[config.mk]
export PLATFORM = sky130hd
export DESIGN_NAME = seg7_scan_driver_flat
export DESIGN_NICKNAME = d
export VERILOG_FILES = /design/src/rtl/seg7_scan_driver_if.sv /design/src/rtl/seg7_scan_driver.sv /design/src/flat_wrapper.sv
export SDC_FILE = /design/constraint.sdc
export NUM_CORES = 1
export LEC_CHECK = 0
export BUFFER_PORTS_ARGS = -buffer_cell sky130_fd_sc_hd__buf_2
export CAP_MARGIN = 20
export CORE_UTILIZATION = 50
export CTS_BUF_LIST = sky130_fd_sc_hd__clkbuf_8 sky130_fd_sc_hd__clkbuf_16
export DETAILED_ROUTE_END_ITERATION = 8
export GPL_TIMING_DRIVEN = 0
export PLACE_DENSITY = 0.75
export SYNTH_ARGS = -nofsm -noshare
export SYNTH_HDL_FRONTEND = slang
export SYNTH_SLANG_ARGS = --single-unit
[constraint.sdc]
create_clock -name clk -period 4.7 [get_ports clk]
set_input_delay 0.94 -clock clk [delete_from_list [all_inputs] [get_ports clk]]
set_output_delay 0.94 -clock clk [all_outputs]
set_load 0.005 [all_outputs]
[src/rtl/seg7_scan_driver_if.sv]
// Load-side bus for seg7_scan_driver: one packed hex value per transfer.
interface seg7_scan_driver_if #(
  parameter int N_DIGITS = 4
);
  // Handshake: a transfer happens on a rising clk edge where data_valid && data_ready.
  // The producer holds data stable while data_valid is high and ready is low;
  // data_ready depends only on consumer state, never on data_valid.
  logic [4*N_DIGITS-1:0] data;
  logic                  data_valid;
  logic                  data_ready;

  modport master (
    output data,
    output data_valid,
    input  data_ready
  );

  modport slave (
    input  data,
    input  data_valid,
    output data_ready
  );
endinterface

[src/rtl/seg7_scan_driver.sv]
// Double-buffered, time-multiplexed scan driver for common-anode 7-segment digits.
// Optional macro LEADING_ZERO_BLANK_EN enables leading-zero blanking on digit_blank.
module seg7_scan_driver #(
  parameter int N_DIGITS = 4,
  parameter int PRESCALE = 50000
) (
  input  logic                clk,
  input  logic                reset_n,
  seg7_scan_driver_if.slave   bus,
  output logic [3:0]          digit_q,
  output logic [N_DIGITS-1:0] digit_sel,
  output logic                digit_blank,
  output logic                scan_tick
);

  localparam int DW = 4 * N_DIGITS;
  localparam int PW = (PRESCALE > 1) ? $clog2(PRESCALE) : 1;
  localparam int IW = (N_DIGITS > 1) ? $clog2(N_DIGITS) : 1;
  localparam logic [PW-1:0] PCNT_MAX = PW'(PRESCALE - 1);
  localparam logic [IW-1:0] IDX_MAX  = IW'(N_DIGITS - 1);

  logic [PW-1:0]       pcnt;
  logic [IW-1:0]       idx;
  logic [DW-1:0]       shadow;
  logic [DW-1:0]       disp;
  logic                pending;

  logic                tick;
  logic                frame_end;
  logic                xfer;
  logic [3:0]          cur_nib;
  logic [N_DIGITS-1:0] sel_next;
  logic                blank_next;

  assign tick           = (pcnt == PCNT_MAX);
  assign frame_end      = tick && (idx == IDX_MAX);
  assign bus.data_ready = !pending;
  assign xfer           = bus.data_valid && !pending;

  // Prescaler and digit index; idx wraps by compare so non-power-of-2 counts work.
  always_ff @(posedge clk or negedge reset_n) begin
    if (!reset_n) begin
      pcnt <= '0;
      idx  <= '0;
    end else begin
      if (tick) begin
        pcnt <= '0;
        idx  <= (idx == IDX_MAX) ? '0 : idx + 1'b1;
      end else begin
        pcnt <= pcnt + 1'b1;
      end
    end
  end

  // A transfer can only happen while pending is clear, so it never collides with
  // the disp load; a transfer on a boundary waits for the next boundary.
  always_ff @(posedge clk or negedge reset_n) begin
    if (!reset_n) begin
      shadow  <= '0;
      disp    <= '0;
      pending <= 1'b0;
    end else begin
      if (xfer) begin
        shadow  <= bus.data;
        pending <= 1'b1;
      end else if (frame_end && pending) begin
        disp    <= shadow;
        pending <= 1'b0;
      end
    end
  end

  always_comb begin
    cur_nib  = '0;
    sel_next = '1;
    for (int i = 0; i < N_DIGITS; i++) begin
      if (idx == IW'(i)) begin
        cur_nib     = disp[4*i +: 4];
        sel_next[i] = 1'b0;
      end
    end
  end

`ifdef LEADING_ZERO_BLANK_EN
  // upper_zero[i]: nibbles i..N_DIGITS-1 of disp are all zero.
  logic [N_DIGITS-1:1] upper_zero;

  always_comb begin
    upper_zero             = '0;
    upper_zero[N_DIGITS-1] = (disp[DW-1 -: 4] == 4'h0);
    for (int i = N_DIGITS - 2; i >= 1; i--) begin
      upper_zero[i] = upper_zero[i+1] && (disp[4*i +: 4] == 4'h0);
    end
    blank_next = 1'b0;
    for (int i = 1; i < N_DIGITS; i++) begin
      if (idx == IW'(i)) blank_next = upper_zero[i];
    end
  end
`else
  assign blank_next = 1'b0;
`endif

  always_ff @(posedge clk or negedge reset_n) begin
    if (!reset_n) begin
      digit_q     <= '0;
      digit_sel   <= '1;
      digit_blank <= 1'b0;
      scan_tick   <= 1'b0;
    end else begin
      digit_q     <= cur_nib;
      digit_sel   <= sel_next;
      digit_blank <= blank_next;
      scan_tick   <= tick;
    end
  end

endmodule

[src/flat_wrapper.sv]
// flat-port wrapper written by rule: the top's interface ports become plain ports
module seg7_scan_driver_flat 
#(
  parameter int N_DIGITS = 4,
  parameter int PRESCALE = 50000
)
  (clk, reset_n, digit_q, digit_sel, digit_blank, scan_tick, bus_data, bus_data_valid, bus_data_ready);
  seg7_scan_driver_if #(.N_DIGITS(N_DIGITS)) bus_i ();
  input  logic clk;
  input  logic reset_n;
  output logic [3:0] digit_q;
  output logic [N_DIGITS-1:0] digit_sel;
  output logic digit_blank;
  output logic scan_tick;
  input wire logic [$bits(bus_i.data)-1:0] bus_data;
  input wire logic [$bits(bus_i.data_valid)-1:0] bus_data_valid;
  output wire logic [$bits(bus_i.data_ready)-1:0] bus_data_ready;
  assign bus_i.data = bus_data;
  assign bus_i.data_valid = bus_data_valid;
  assign bus_data_ready = bus_i.data_ready;
  seg7_scan_driver #(.N_DIGITS(N_DIGITS), .PRESCALE(PRESCALE)) u_core (.clk(clk), .reset_n(reset_n), .bus(bus_i), .digit_q(digit_q), .digit_sel(digit_sel), .digit_blank(digit_blank), .scan_tick(scan_tick));
endmodule
==> flow_summary.ini <==
[cells_and_area]
nets = 254
syn2layout_area_growth_pct = 17.4
fill_cells = 404
utilization_pct = 62.1
layout_common_cells = dfrtp_1, buf_2, mux2_2, nor2_1
drive_above_1_share_pct = 37.9
fin_cells = 302
diodes = 0
final_common_cell = dfrtp_1

[synth]
synthXorXnorAreaFrac_pct = 4.47
synth_nets = 214
synthAdderAreaFrac_pct = 2.45
syn_avg_cell_area_um2 = 13.4
synth_compound_area_share_pct = 3.14
synthSimpleGateAreaFrac_pct = 12.2
syn_inst = 190
ys_seq_elements = 60
synth.mux.area_fraction_pct = 15.5
yosys_warnings = 0
synth_top_family_by_area = multiplexers
ys_types = 32
synth_area_mm2 = 0.00255
yosysSeqAreaShare_pct = 59.1

[timing]
whs_ps = 489
finalCritPeriodShare_pct = 48.3
rsz0062_at_grt = false
max_freq_mhz = 440
finalClockSkew_ps = 6.56
final_hold_viol_count = 0
slew_violations = 0
slew_headroom_pct = 43.1
tightestPinTransition_ps = 853
setup_tns_ps = 0
period_needed_ps = 2270
setup_viol = 0

[clocking]
clockBufferDepth = 2
ctsResizeCount = 0
cts_tree = built
postCtsSetupRepairBufs = 0
cts_buffers = 9
clock_latency_ps = 320
cts_hold_buf = 0
cts_root_buf = clkbuf_8
cts.sinks = 60
h-tree-depth = 3
clk_pin_slew_ps = 70

[critical_path]
critPathMaxStageDelay_ps = 550
crit_start = bus_data_valid
timing.rr.start = u_core.pcnt[0]
rrSetupSlack_ps = 2580
crit_end = u_core.shadow[9]
required_ps = 4910
critPathKind = in -> reg
cp_slowest_cell = buf_1
cp-end-kind = flop
path_cells = buf_2 -> nor2b_1 -> clkbuf_1 -> buf_1 -> mux2_2
arrival_ps = 2480
rr_endpoint = u_core.disp[12]
critPathMaxFanout = 10
r2r_cells = 7
cp-start-kind = primary input

[power_and_ir_drop]
sequentialPowerShare_pct = 53.0
leakagePower_nw = 1.42
peakVddDrop_uv = 250
finalPower_w = 0.00102
power_density_mw_per_mm2 = 341
switchingPower_w = 0.000227
intPower_w = 0.000794
switching_share_pct = 22.3
p_comb_share_pct = 3.5
clkPwrFrac_pct = 43.6

[routing]
ant_nets = 0
highest_layer = met4
met3WireLength_um = 115
drtIter0Drc = 69
via_per_inst = 5.16
wl_met2_mm = 2.05
wl_met1_mm = 2.19
num_vias = 1558
drc = 0
routed_wl_mm = 4.40
dr.pass1.iters = 4
avgRoutedWirePerCell_um = 14.6

[placement]
place.gp.congestion = 0.764
place_inst = 286
dp_hpwl_mm = 3.09
port_buffers = 28

[global_routing]
grtUsageTotal_pct = 19.0
grt_pass1_vias = 1561
grt_pass1_wl_mm = 7.37
antenna_found_initial = 0
grt.overflow.total = 0
grt_max_degree = 38

[floorplan]
die_area_mm2 = 0.00539
initial_utilization_pct = 52.9
die_w_um = 73.4
io_pins = 30
std_cell_rows = 25
coreArea_mm2 = 0.00482
dieHeight_um = 73.4

[flow_run]
maxCapViolCount = 0

[outcome]
status = completed

[min_path]
hold_class = reg -> reg
[cells by family after synthesis]
kind of cell    after synthesis
compound gates               11
other cells                   1
simple gates                 53
mux                          32
fa+ha+maj                     5
flops                        60
xor+xnor                     13
buf+inv                      15
[power groups by stage]
stage	Sequential [W]	Clock (W)	Combinational [W]
after floorplan	0.000547	0	0.0000151
after global placement	0.000550	0	0.0000327
after detailed placement	0.000550	0	0.0000366
after CTS	0.000541	0.000454	0.0000368
after global routing	0.000542	0.000478	0.0000403
final	0.000541	0.000445	0.0000356
[metrics by stage]
step                area, um^2  setup WS, ps
finish                    2990          2430
global route              2990          2300
CTS                       2990          2420
detailed placement        2800          2070
global placement          2770          2090
floorplan                 2550          2560
[metal layers]
metal  vias up  GRT usage (%)
met4         0           8.33
met5         -              0
met3         7           5.35
li1        736              -
met1       793           25.9
met2        22           28.5
[worst max-delay path: cells and delay by family]
kind,cells,cell delay (ps)
buffers and inverters,3,1010
muxes,1,410
and+or+nand+nor,1,120
[flip-flops by register name, summed over array words and instances, names as in the netlist]
signal            cells
u_core.disp          16
u_core.pcnt          16
u_core.shadow        16
u_core.digit_q        4
u_core.digit_sel      4
u_core.idx            2
u_core.pending        1
u_core.scan_tick      1
[area by class of cell]
type | count | area (um^2) | area share, %
Buffer | 7 | 46.3 | 1.55
Clock inverter | 7 | 67.6 | 2.26
Multi-Input combinational cell | 115 | 966 | 32.3
Inverter | 8 | 30.0 | 1.00
Timing Repair Buffer | 29 | 168 | 5.60
Sequential cell | 60 | 1510 | 50.4
Tap cell | 67 | 83.8 | 2.80
Clock buffer | 9 | 124 | 4.14
[synthesized netlist by cell type]
library cell | number | area share, %
a221oi_1 | 4 | 1.4
and2_1 | 1 | 0.25
and3_1 | 1 | 0.25
and3b_1 | 1 | 0.34
and4_1 | 3 | 1.0
buf_1 | 2 | 0.29
buf_2 | 1 | 0.20
buf_4 | 2 | 0.59
buf_8 | 1 | 0.59
clkbuf_1 | 1 | 0.15
conb_1 | 1 | 0.15
dfrtp_1 | 56 | 55
dfstp_2 | 4 | 4.1
ha_1 | 5 | 2.5
inv_1 | 8 | 1.2
mux2_2 | 23 | 10
mux2_4 | 9 | 5.3
nand2_1 | 8 | 1.2
nand3_1 | 7 | 1.4
nand4_1 | 6 | 1.5
nand4_2 | 1 | 0.49
nor2_1 | 17 | 2.5
nor2b_1 | 3 | 0.74
nor3_1 | 1 | 0.20
nor3_4 | 1 | 0.64
nor4_1 | 1 | 0.25
nor4b_2 | 1 | 0.59
nor4b_4 | 1 | 0.93
o21ai_0 | 3 | 0.59
o31ai_1 | 4 | 1.2
xnor2_1 | 7 | 2.4
xor2_1 | 6 | 2.1
[worst min path at each step]
stage / from / endpoint / cells past startpoint
5_1_grt: u_core.disp[12] / u_core.digit_q[0] / 2
3_3_place_gp: u_core.disp[12] / u_core.digit_q[0] / 2
2_1_floorplan: u_core.disp[12] / u_core.digit_q[0] / 2
6_report: u_core.pcnt[0] / u_core.pcnt[0] / 1
4_1_cts: u_core.pcnt[0] / u_core.pcnt[0] / 1
3_5_place_dp: u_core.pcnt[0] / u_core.pcnt[0] / 1
(Power assumes the default switching activity.)
